===== config.mk =====
export PLATFORM = sky130hd
export DESIGN_NAME = counter_sequencer
export DESIGN_NICKNAME = d
export VERILOG_FILES = /design/src/rtl/counter_sequencer.sv
export SDC_FILE = /design/constraint.sdc
export NUM_CORES = 1
export LEC_CHECK = 0
export ABC_AREA = 1
export CAP_MARGIN = 20
export CORE_MARGIN = 2
export CORE_UTILIZATION = 30
export CTS_BUF_LIST = sky130_fd_sc_hd__clkbuf_16
export DETAILED_ROUTE_END_ITERATION = 10
export PLACE_DENSITY = 0.48
export SLEW_MARGIN = 5
export SYNTH_ARGS = -nofsm -noshare
export SYNTH_HDL_FRONTEND = slang
export SYNTH_SLANG_ARGS = --single-unit

===== constraint.sdc =====
create_clock -name clk -period 2.07 [get_ports clk]
set_clock_uncertainty 0.1 [all_clocks]
set_input_delay 0.5175 -clock clk [delete_from_list [all_inputs] [get_ports clk]]
set_output_delay 0.5175 -clock clk [all_outputs]
set_load 0.01 [all_outputs]

===== src/rtl/counter_sequencer.sv =====
// Schedule controller for an 8-bit counter core: clear, then reps x (burst enabled, pause idle).
// Moore outputs; abort and overflow can end the schedule early.
module counter_sequencer #(
  parameter int unsigned BURST_W = 8,
  parameter int unsigned PAUSE_W = 8,
  parameter int unsigned REP_W   = 4
) (
  input  logic               clk,
  input  logic               rst_n,
  input  logic               start,
  input  logic               abort,
  input  logic [BURST_W-1:0] cfg_burst,
  input  logic [PAUSE_W-1:0] cfg_pause,
  input  logic [REP_W-1:0]   cfg_reps,
  input  logic               cfg_stop_on_ovf,
  input  logic               cnt_overflow,
  output logic               cnt_enable,
  output logic               cnt_clear,
  output logic               busy,
  output logic               done,
  output logic               ovf_seen,
  output logic [REP_W-1:0]   rep_idx
);

  typedef enum logic [2:0] {StIdle, StClear, StRun, StPause, StDone} state_e;

  state_e             state_q, state_d;
  logic [BURST_W-1:0] burst_q, burst_d;
  logic [PAUSE_W-1:0] pause_q, pause_d;
  logic [REP_W-1:0]   reps_q, reps_d;
  logic               stop_q, stop_d;
  logic [BURST_W-1:0] burst_left_q, burst_left_d;
  logic [PAUSE_W-1:0] pause_left_q, pause_left_d;
  logic [REP_W-1:0]   rep_idx_q, rep_idx_d;
  logic               ovf_seen_q, ovf_seen_d;
  logic               last_rep;

  assign last_rep = (rep_idx_q == reps_q - REP_W'(1));

  always_comb begin
    state_d      = state_q;
    burst_d      = burst_q;
    pause_d      = pause_q;
    reps_d       = reps_q;
    stop_d       = stop_q;
    burst_left_d = burst_left_q;
    pause_left_d = pause_left_q;
    rep_idx_d    = rep_idx_q;
    ovf_seen_d   = ovf_seen_q;
    unique case (state_q)
      StIdle: begin
        if (start && !abort) begin
          burst_d    = (cfg_burst == '0) ? BURST_W'(1) : cfg_burst;
          pause_d    = cfg_pause;
          reps_d     = cfg_reps;
          stop_d     = cfg_stop_on_ovf;
          rep_idx_d  = '0;
          ovf_seen_d = 1'b0;
          state_d    = (cfg_reps == '0) ? StDone : StClear;
        end
      end
      StClear: begin
        if (abort) begin
          state_d = StDone;
        end else begin
          if (cnt_overflow) ovf_seen_d = 1'b1;
          burst_left_d = burst_q;
          state_d      = StRun;
        end
      end
      StRun: begin
        if (abort) begin
          state_d = StDone;
        end else begin
          if (cnt_overflow) ovf_seen_d = 1'b1;
          if (cnt_overflow && stop_q) begin
            state_d = StDone;
          end else if (burst_left_q == BURST_W'(1)) begin
            if (last_rep) begin
              state_d = StDone;
            end else if (pause_q == '0) begin
              burst_left_d = burst_q;
              rep_idx_d    = rep_idx_q + REP_W'(1);
            end else begin
              pause_left_d = pause_q;
              state_d      = StPause;
            end
          end else begin
            burst_left_d = burst_left_q - BURST_W'(1);
          end
        end
      end
      StPause: begin
        if (abort) begin
          state_d = StDone;
        end else begin
          if (cnt_overflow) ovf_seen_d = 1'b1;
          if (pause_left_q == PAUSE_W'(1)) begin
            burst_left_d = burst_q;
            rep_idx_d    = rep_idx_q + REP_W'(1);
            state_d      = StRun;
          end else begin
            pause_left_d = pause_left_q - PAUSE_W'(1);
          end
        end
      end
      StDone:  state_d = StIdle;
      default: state_d = StIdle;
    endcase
  end

  always_ff @(posedge clk or negedge rst_n) begin
    if (!rst_n) begin
      state_q      <= StIdle;
      burst_q      <= '0;
      pause_q      <= '0;
      reps_q       <= '0;
      stop_q       <= 1'b0;
      burst_left_q <= '0;
      pause_left_q <= '0;
      rep_idx_q    <= '0;
      ovf_seen_q   <= 1'b0;
    end else begin
      state_q      <= state_d;
      burst_q      <= burst_d;
      pause_q      <= pause_d;
      reps_q       <= reps_d;
      stop_q       <= stop_d;
      burst_left_q <= burst_left_d;
      pause_left_q <= pause_left_d;
      rep_idx_q    <= rep_idx_d;
      ovf_seen_q   <= ovf_seen_d;
    end
  end

  assign cnt_enable = (state_q == StRun);
  assign cnt_clear  = (state_q == StClear);
  assign busy       = (state_q == StClear) || (state_q == StRun) || (state_q == StPause);
  assign done       = (state_q == StDone);
  assign ovf_seen   = ovf_seen_q;
  assign rep_idx    = rep_idx_q;

endmodule


# [After elaboration in Yosys (flattened, before gate mapping)]
# Cells that the tools add are included.
[totals] reg_bits=45 out_inout_bits=9 word_cells=100
[classes] n_addsub=4 n_eq_ne=25 muxes=42 n_reduce_logical=20
[op_table] operator="2-to-1 mux 8 bit" n=16
[op_table] operator="2-to-1 mux 4 bit" n=8
[op_table] operator="2-to-1 mux 3 bit" n=10
[op_table] operator="case mux 8 bit (3 select lines)" n=1
[op_table] operator="inequality test 2 bit (second input constant)" n=10
[op_table] operator="== test 8 x 1 -> 1 bit (second input constant)" n=2
[op_table] operator="zero test 8 bit" n=2
[op_table] operator="case mux 8 bit (2 select lines)" n=1
[op_table] operator="AND reduction 8 bit" n=2
[op_table] operator="subtractor 8 x 1 -> 8 bit (second input constant)" n=2
[op_table] operator="case mux 3 bit (4 select lines)" n=1
[op_table] operator="case mux 4 bit (3 select lines)" n=1
[op_table] operator="AND reduction 9 bit" n=1
[op_table] operator="AND reduction 4 bit" n=2
[op_table] operator="== test 3 x 2 -> 1 bit (second input constant)" n=2
[op_table] operator="inequality test 2 x 1 -> 1 bit (second input constant)" n=3
[op_table] operator="inequality test 3 bit (second input constant)" n=2
[op_table] operator="nonzero test 3 bit" n=2
[op_table] operator="inequality test 5 bit (second input constant)" n=1
[op_table] operator="adder 4 x 1 -> 4 bit (second input constant)" n=1
[op_table] operator="== test 4 bit" n=1
[op_table] operator="zero test 4 bit" n=1
[op_table] operator="inequality test 4 x 2 -> 1 bit (second input constant)" n=1
[op_table] operator="nonzero test 2 bit" n=2
[op_table] operator="12 further kinds" n=16

# [Logic depth before layout (Yosys ltp)]
# Gate-level depths: netlist of the first run.
[logic_depth] ltp_word=7 depth_mapped=14 depth_no_buf=14

# [Least setup slack after synthesis of the first run]
# Ideal clock, no wire load.
[synth_timing] path_kind="register to register" startpoint="reg reps_q[0]" endpoint="reg pause_left_q[5]" arrival_ns=1.520 required_time_ns=1.903 slack_ns=0.383 path_stages_with_launch=12 period_less_slack_ns=1.687 cell_sequence="dfrtp_1 > inv_1 > ha_1 > xor2_1 > nand2_1 > nor2_1 > nand3_1 > nand2_2 > inv_2 > nand2_4 > nand2_1 > nand2_1"
[synth_via] elab_chain_len=4
[synth_lines] element="from (decl)" line="30" rtl="logic [REP_W-1:0] reps_q, reps_d;"
[synth_lines] element="from (signal assigned)" line="127" rtl="reps_q <= reps_d;"
[synth_lines] element="subtractor 4 x 1 -> 4 bit" line="38" rtl="assign last_rep = (rep_idx_q == reps_q - REP_W'(1));"
[synth_lines] element="== test 4 bit" line="38"
[synth_lines] element="inequality test 2 bit (no line)"
[synth_lines] element="AND reduction 8 bit (no line)"
[synth_lines] element="to (signal assigned)" line="130" rtl="pause_left_q <= pause_left_d;"
[synth_lines] element="to (decl)" line="33" rtl="logic [PAUSE_W-1:0] pause_left_q, pause_left_d;"
# No other way between the ends.
# A chain may end at the register's enable or synchronous reset.

# [Worst setup path in the final report of the first run]
[layout_timing] startpoint="reg state_q[2]" endpoint="out cnt_clear"
[layout_via] elab_chain_len=1
[layout_lines] element="from (decl)" line="27" rtl="state_e state_q, state_d;"
[layout_lines] element="from (signal assigned)" line="114" rtl="state_q <= StIdle;"
[layout_lines] element="from (signal assigned)" line="124" rtl="state_q <= state_d;"
[layout_lines] element="== test 3 x 1 -> 1 bit" line="137" rtl="assign cnt_clear = (state_q == StClear);"
[layout_lines] element="to (decl)" line="18" rtl="output logic cnt_clear,"
# No other way between the ends.

==> results.json, run 1 <==
{
  "outcome": "finished clean",
  "finalSetupViolCount": 0,
  "ioPinCount": 35,
  "pwr-share-comb_pct": 49.8,
  "global_route.usage.met3_pct": 2.67,
  "total_leakage_power_uw": 0.00181,
  "critical_path.startpoint_type": "flop",
  "start_util_pct": 31.2,
  "grt_max_degree": 30,
  "final.hold.worst_slack_ns": 0.0697,
  "place_hpwl_um": 5120,
  "met1_usage_pct": 17.7,
  "rsz0062_at_grt": "yes",
  "syn-num-nets": 413,
  "buffer_ports.inserted": 34,
  "dp_slack_ns": -0.0105,
  "kind_of_cell_adding_the_most_delay_to_the_critical_path": "flip-flops",
  "synth_enable_flop_cells": 0,
  "grtUsageMet2_pct": 25.4,
  "fin_crit_ns": 1.98,
  "synth_top_cell_by_area": "dfrtp_1",
  "synthesized_flop_and_latch_total": 45,
  "maximum_capacitance_violations": 0,
  "synth_ff_type": "dfrtp_1",
  "clkLatencyLatePin_ns": 0.28,
  "clock-sinks": 45,
  "placedCellCount": 531,
  "timing.critical_path.from": "state_q[2]$_DFFE_PN0P_",
  "vdd_drop_max_mv": 0.465,
  "htree_levels": 2,
  "post-layout-total-power_uw": 4650,
  "yosys_warnings": 0,
  "overflow": 0,
  "drt_wl_total_um": 6640,
  "worst_r2r_startpoint": "reps_q[0]$_DFFE_PN0P_",
  "via_count_of_the_first_global_routing_pass": 2484,
  "dr.first_iter.drc_count": 70,
  "fin_nets": 463,
  "netlist.area_leader.share_pct": 41.2,
  "vias": 2419,
  "detail_route.drc_violations": 0,
  "top_post_synthesis_cells_by_count": "nand2_1, inv_1, dfrtp_1",
  "post_synth_main_area_contributors": "dfrtp_1, nand2_1, inv_1",
  "netSwitchingPower_uw": 1990,
  "proportion_of_synthesized_flip_flops_having_asynchronous_set_or_reset_pct": 100,
  "criticalPathCategory": "reg2out",
  "endpoint_kind": "output port",
  "detail-route-antenna-nets": 0,
  "layout.cell_area.non_filler_sq_mm": 0.00350,
  "floorplan.rows": 34,
  "antenna_found_initial": 0,
  "cts-buffers-inserted": 5,
  "chipHeight_um": 99.4,
  "fmax_ghz": 0.506,
  "worstPathArrival_ns": 1.36,
  "grt_first_pass_wirelength_um": 11400,
  "chipWidth_um": 99.4,
  "worst_slew_pin_slew_ns": 0.432,
  "synth.distinct_cells": 28,
  "syn-cell-area_sq_mm": 0.00273,
  "grt_busiest_layer": "met2",
  "final-hold-violation-count": 0,
  "avgRoutedWirePerCell_um": 12.3,
  "fp.coreArea_sq_mm": 0.00876,
  "critPathRequiredTime_ns": 1.45,
  "largest_fanout_on_the_critical_path": 4,
  "pwr_density_cell_mw_per_mm2": 1330,
  "max-clock-path-buffers": 2,
  "cp_cell_sequence": "nor2_2, inv_1, nor2_1, dlygate4sd2_1",
  "fp.dieArea_sq_mm": 0.00988,
  "switching_share_pct": 42.7,
  "postSynthCellCount": 381,
  "sequentialPowerShare_pct": 34.0,
  "drt_pass1_iterations": 5,
  "slew_violations": 0,
  "stdcell_count": 540,
  "setup_slack_ns": 0.0941,
  "clockPowerShare_pct": 16.2,
  "antennaDiodeCount": 0,
  "critical-path-slowest-cell": "dfrtp_1",
  "timing.critical_path.slowest_cell_delay_ns": 0.44,
  "layout.filler_cells": 962,
  "period_share_pct": 95.5,
  "clockRootBuffer": "clkbuf_16",
  "path_buf_inv": 2,
  "yosysMostFrequentCell": "nand2_1",
  "p_int_uw": 2670,
  "cts_tree": "yes",
  "timing.max_slew.rel_slack_pct": 71.2,
  "areaGrowthSynthToFinish_pct": 28.2,
  "share_of_the_yosys_chip_area_belonging_to_registers_pct": 41.2,
  "via_per_inst": 4.48,
  "clk_pin_slew_ns": 0.06,
  "gr-usage-all-layers_pct": 14.5,
  "dpl-instance-area_sq_mm": 0.00333,
  "fraction_of_layout_cells_with_a_size_suffix_above_1_pct": 10.4,
  "gp_routability_congestion": 0.841,
  "worst_hold_path_type": "in2async",
  "postSynthAreaPerCell_sq_um": 7.17
}
## layout by cell type, fill, tap and decap left out, drive strengths merged
cell / netlist / layout
clkbuf: 3 / 5
ha: 6 / 6
o21ai: 33 / 33
o22ai: 1 / 1
dlygate4sd2: 0 / 4
nand3: 28 / 28
o41ai: 1 / 1
a32o: 1 / 1
inv: 49 / 52
xor2: 4 / 4
nor3: 3 / 3
dfrtp: 45 / 45
nand2: 133 / 133
clkdlybuf4s50: 0 / 29
mux2i: 1 / 1
o211ai: 1 / 1
nor2: 48 / 48
xnor2: 11 / 11
nand4: 4 / 4
a21oi: 5 / 5
buf: 4 / 17
## metal layers
layer	share of wire, %	vias to the layer above
li1	-	1287
met1	45	1081
met2	49	39
met3	3.3	12
met4	2.2	0
met5	0	-
## repair_timing
item                                    4_1_cts  5_1_grt
setup buffers                                 0        1
gates resized for setup                       6        6
endpoints found under the setup margin        4       17
hold buffers                                  0        0
pin swaps                                     0        2
## layout make-up
class                      count  area [sq um]  share of cell area (%)
clock inverter                 3          11.3                   0.322
sequential                    45          1130                    32.2
tap                          108           135                    3.86
clock buffer                   5           125                    3.57
timing repair buffer          50           500                    14.3
multi-input combinational    280          1420                    40.5
inverter                      49           184                    5.25
## power by group through the flow
stage          Combinational (uW)  Clock, uW  Sequential [uW]
2_1_floorplan                1630          0             1520
3_3_place_gp                 2300          0             1590
3_5_place_dp                 2320          0             1590
4_1_cts                      2320        780             1590
5_1_grt                      2680        818             1640
6_report                     2320        753             1580
## cells by family after synthesis
family	count (synthesis)	synth area share (%)
AOI/OAI and AO/OA	42	8.66
and+or+nand+nor	216	34.3
adders and majority gates	6	2.75
muxes	1	0.367
xor gates and xnor gates	15	4.81
DFF	45	41.2
buffers and inverters	56	7.88
## per-stage QoR
| stage | util [%] | TNS [ns] |
|---|---|---|
| final | 39.9 | 0 |
| after detailed placement | 38.0 | -0.0185 |
| after global placement | 38.0 | -0.0414 |
| after floorplan | - | 0 |
| after global routing | 39.9 | 0 |
| after CTS | 39.6 | 0 |
## worst register-to-register path, delay by kind of cell, from the launching register on
family	cells	cell delay [ns]
AND/OR/NAND/NOR	7	0.71
adder cells (fa/ha/maj)	1	0.31
buffers and inverters	2	0.20
XOR/XNOR	1	0.15
flip-flops	1	0.38
## state kept, by name (all words and copies together) (netlist names)
register / cells
ovf_seen: 1
rep_idx: 4
state_q: 3
stop_q: 1
burst_left_q: 8
pause_q: 8
pause_left_q: 8
burst_q: 8
reps_q: 4
## path summary, 6_finish.rpt
check                                         endpoint  slack (ns)  cells past startpoint
max                                          cnt_clear        0.09                      4
min                             burst_q[3]$_DFFE_PN0P_        0.07                      1
max reg2reg                pause_left_q[1]$_DFFE_PN0P_        0.17                     11
min reg2reg                     burst_q[5]$_DFFE_PN0P_        0.40                      2
max in group asynchronous           stop_q$_DFFE_PN0P_        1.30                      2
min in group clk                burst_q[5]$_DFFE_PN0P_        0.40                      2
Power figures use the tool's default switching activity.
==> run 2: changes to the inputs <==
--- a/config.mk
+++ b/config.mk
@@ -6,12 +6,14 @@
 export NUM_CORES = 1
 export LEC_CHECK = 0
 export ABC_AREA = 1
-export CAP_MARGIN = 20
+export CAP_MARGIN = 30
+export CELL_PAD_IN_SITES_DETAIL_PLACEMENT = 0
+export CELL_PAD_IN_SITES_GLOBAL_PLACEMENT = 2
 export CORE_MARGIN = 2
 export CORE_UTILIZATION = 30
 export CTS_BUF_LIST = sky130_fd_sc_hd__clkbuf_16
 export DETAILED_ROUTE_END_ITERATION = 10
-export PLACE_DENSITY = 0.48
+export PLACE_DENSITY = 0.76
 export SLEW_MARGIN = 5
 export SYNTH_ARGS = -nofsm -noshare
 export SYNTH_HDL_FRONTEND = slang
==> results.json, run 2 (same netlist as run 1, synthesis figures left out) <==
{
  "outcome": "finished clean",
  "cts_tree": "yes",
  "cts-buffers-inserted": 5,
  "chipWidth_um": 99.4,
  "period_share_pct": 94.4,
  "layout.cell_area.non_filler_sq_mm": 0.00345,
  "cp_cell_sequence": "clkdlybuf4s50_1",
  "ioPinCount": 35,
  "critical_path.startpoint_type": "flop",
  "vdd_drop_max_mv": 0.473,
  "fp.coreArea_sq_mm": 0.00876,
  "gr-usage-all-layers_pct": 15.3,
  "critical-path-slowest-cell": "clkdlybuf4s50_1",
  "fraction_of_layout_cells_with_a_size_suffix_above_1_pct": 10.0,
  "final-hold-violation-count": 0,
  "drt_wl_total_um": 6840,
  "clock-sinks": 45,
  "pwr_density_cell_mw_per_mm2": 1330,
  "antennaDiodeCount": 0,
  "gp_routability_congestion": 0.791,
  "most_common_library_cell_in_the_layout_ignoring_fill_and_taps": "nand2_1",
  "htree_levels": 2,
  "timing.critical_path.from": "rep_idx[2]$_DFFE_PN0P_",
  "worstPathArrival_ns": 1.34,
  "fin_nets": 462,
  "drt_pass1_iterations": 4,
  "via_count_of_the_first_global_routing_pass": 2479,
  "detail-route-antenna-nets": 0,
  "dp_slack_ns": -0.0239,
  "timing.critical_path.slowest_cell_delay_ns": 0.58,
  "chipHeight_um": 99.4,
  "clkLatencyLatePin_ns": 0.28,
  "start_util_pct": 31.2,
  "place_hpwl_um": 5440,
  "worst_hold_path_type": "in2async",
  "grt_busiest_layer": "met2",
  "post-cts-setup-buffer-count": 0,
  "endpoint_kind": "output port",
  "largest_fanout_on_the_critical_path": 6,
  "floorplan.rows": 34,
  "maximum_capacitance_violations": 0,
  "rsz0062_at_grt": "no",
  "fmax_ghz": 0.512,
  "layout.core_utilization_pct": 39.4,
  "path_buf_inv": 1,
  "met1_usage_pct": 19.9,
  "antenna_found_initial": 0,
  "clockRootBuffer": "clkbuf_16",
  "dpl-instance-area_sq_mm": 0.00331,
  "global_route.usage.met3_pct": 2.39,
  "criticalPathCategory": "reg2out",
  "via_per_inst": 4.51,
  "vias": 2426,
  "overflow": 0,
  "timing.max_slew.rel_slack_pct": 72.2,
  "worst_r2r_startpoint": "pause_left_q[1]$_DFFE_PN0P_",
  "finalSetupViolCount": 0,
  "dr.first_iter.drc_count": 87,
  "grtUsageMet2_pct": 26.0,
  "avgRoutedWirePerCell_um": 12.7,
  "areaGrowthSynthToFinish_pct": 26.5,
  "post-layout-total-power_uw": 4610,
  "total_leakage_power_uw": 0.00179,
  "layout_common_cells": "nand2_1, inv_1, dfrtp_1",
  "detail_route.drc_violations": 0,
  "buffer_ports.inserted": 34,
  "fp.dieArea_sq_mm": 0.00988,
  "kind_of_cell_adding_the_most_delay_to_the_critical_path": "buffers and inverters",
  "grt_first_pass_wirelength_um": 12000,
  "fin_crit_ns": 1.95,
  "worst_slew_pin_slew_ns": 0.416,
  "slew_violations": 0,
  "max-clock-path-buffers": 2,
  "post_cts_hold_buffer_count": 0,
  "grt_max_degree": 30,
  "critPathRequiredTime_ns": 1.45,
  "setup_slack_ns": 0.116,
  "clk_pin_slew_ns": 0.06
}
run 2: worst paths after layout:
check                                                   end  slack (ns)  cells past startpoint
worst min-delay path                  reps_q[1]$_DFFE_PN0P_        0.05                      1
max in group asynchronous            pause_q[1]$_DFFE_PN0P_        1.23                      2
worst min register to register        reps_q[1]$_DFFE_PN0P_        0.39                      2
worst max register to register  burst_left_q[6]$_DFFE_PN0P_        0.26                     11
min in group clk                      reps_q[1]$_DFFE_PN0P_        0.39                      2
worst max-delay path                             rep_idx[2]        0.12                      1
run 2: layout make-up:
class / count / area, sq um
fill: 959 / 5310
tap: 108 / 135
timing repair buffer: 49 / 468
clock buffer: 5 / 125
clock inverter: 2 / 7.51
inverter: 49 / 184
multi-input combinational: 280 / 1410
sequential: 45 / 1130
run 2: where the power goes:
group	internal [uW]	leakage [uW]	total, uW	switching (uW)
Sequential	1250	0.000571	1580	330
Clock	432	0.0000685	740	308
Combinational	949	0.00115	2290	1340
Total	2630	0.00179	4610	1970
run 2: per-stage QoR:
stage               setup TNS, ns  hold WS [ns]  instances
floorplan                       0         0.122        381
global placement          -0.0402         0.357        531
detailed placement         -0.112         0.358        531
CTS                             0        0.0540        538
global route                    0        0.0782        538
finish                          0        0.0477        538
run 2: routing by layer:
| metal | vias to the layer above | wire length (um) |
|---|---|---|
| met5 | - | 0 |
| met4 | 0 | 121 |
| met3 | 11 | 192 |
| met2 | 36 | 3290 |
| met1 | 1087 | 3230 |
| li1 | 1292 | - |
run 2: timing repair:
item | in CTS | in global routing
resized for setup | 7 | 3
cloned | 0 | 0
endpoints found under the setup margin | 4 | 21
endpoints found under the hold margin | 0 | 0
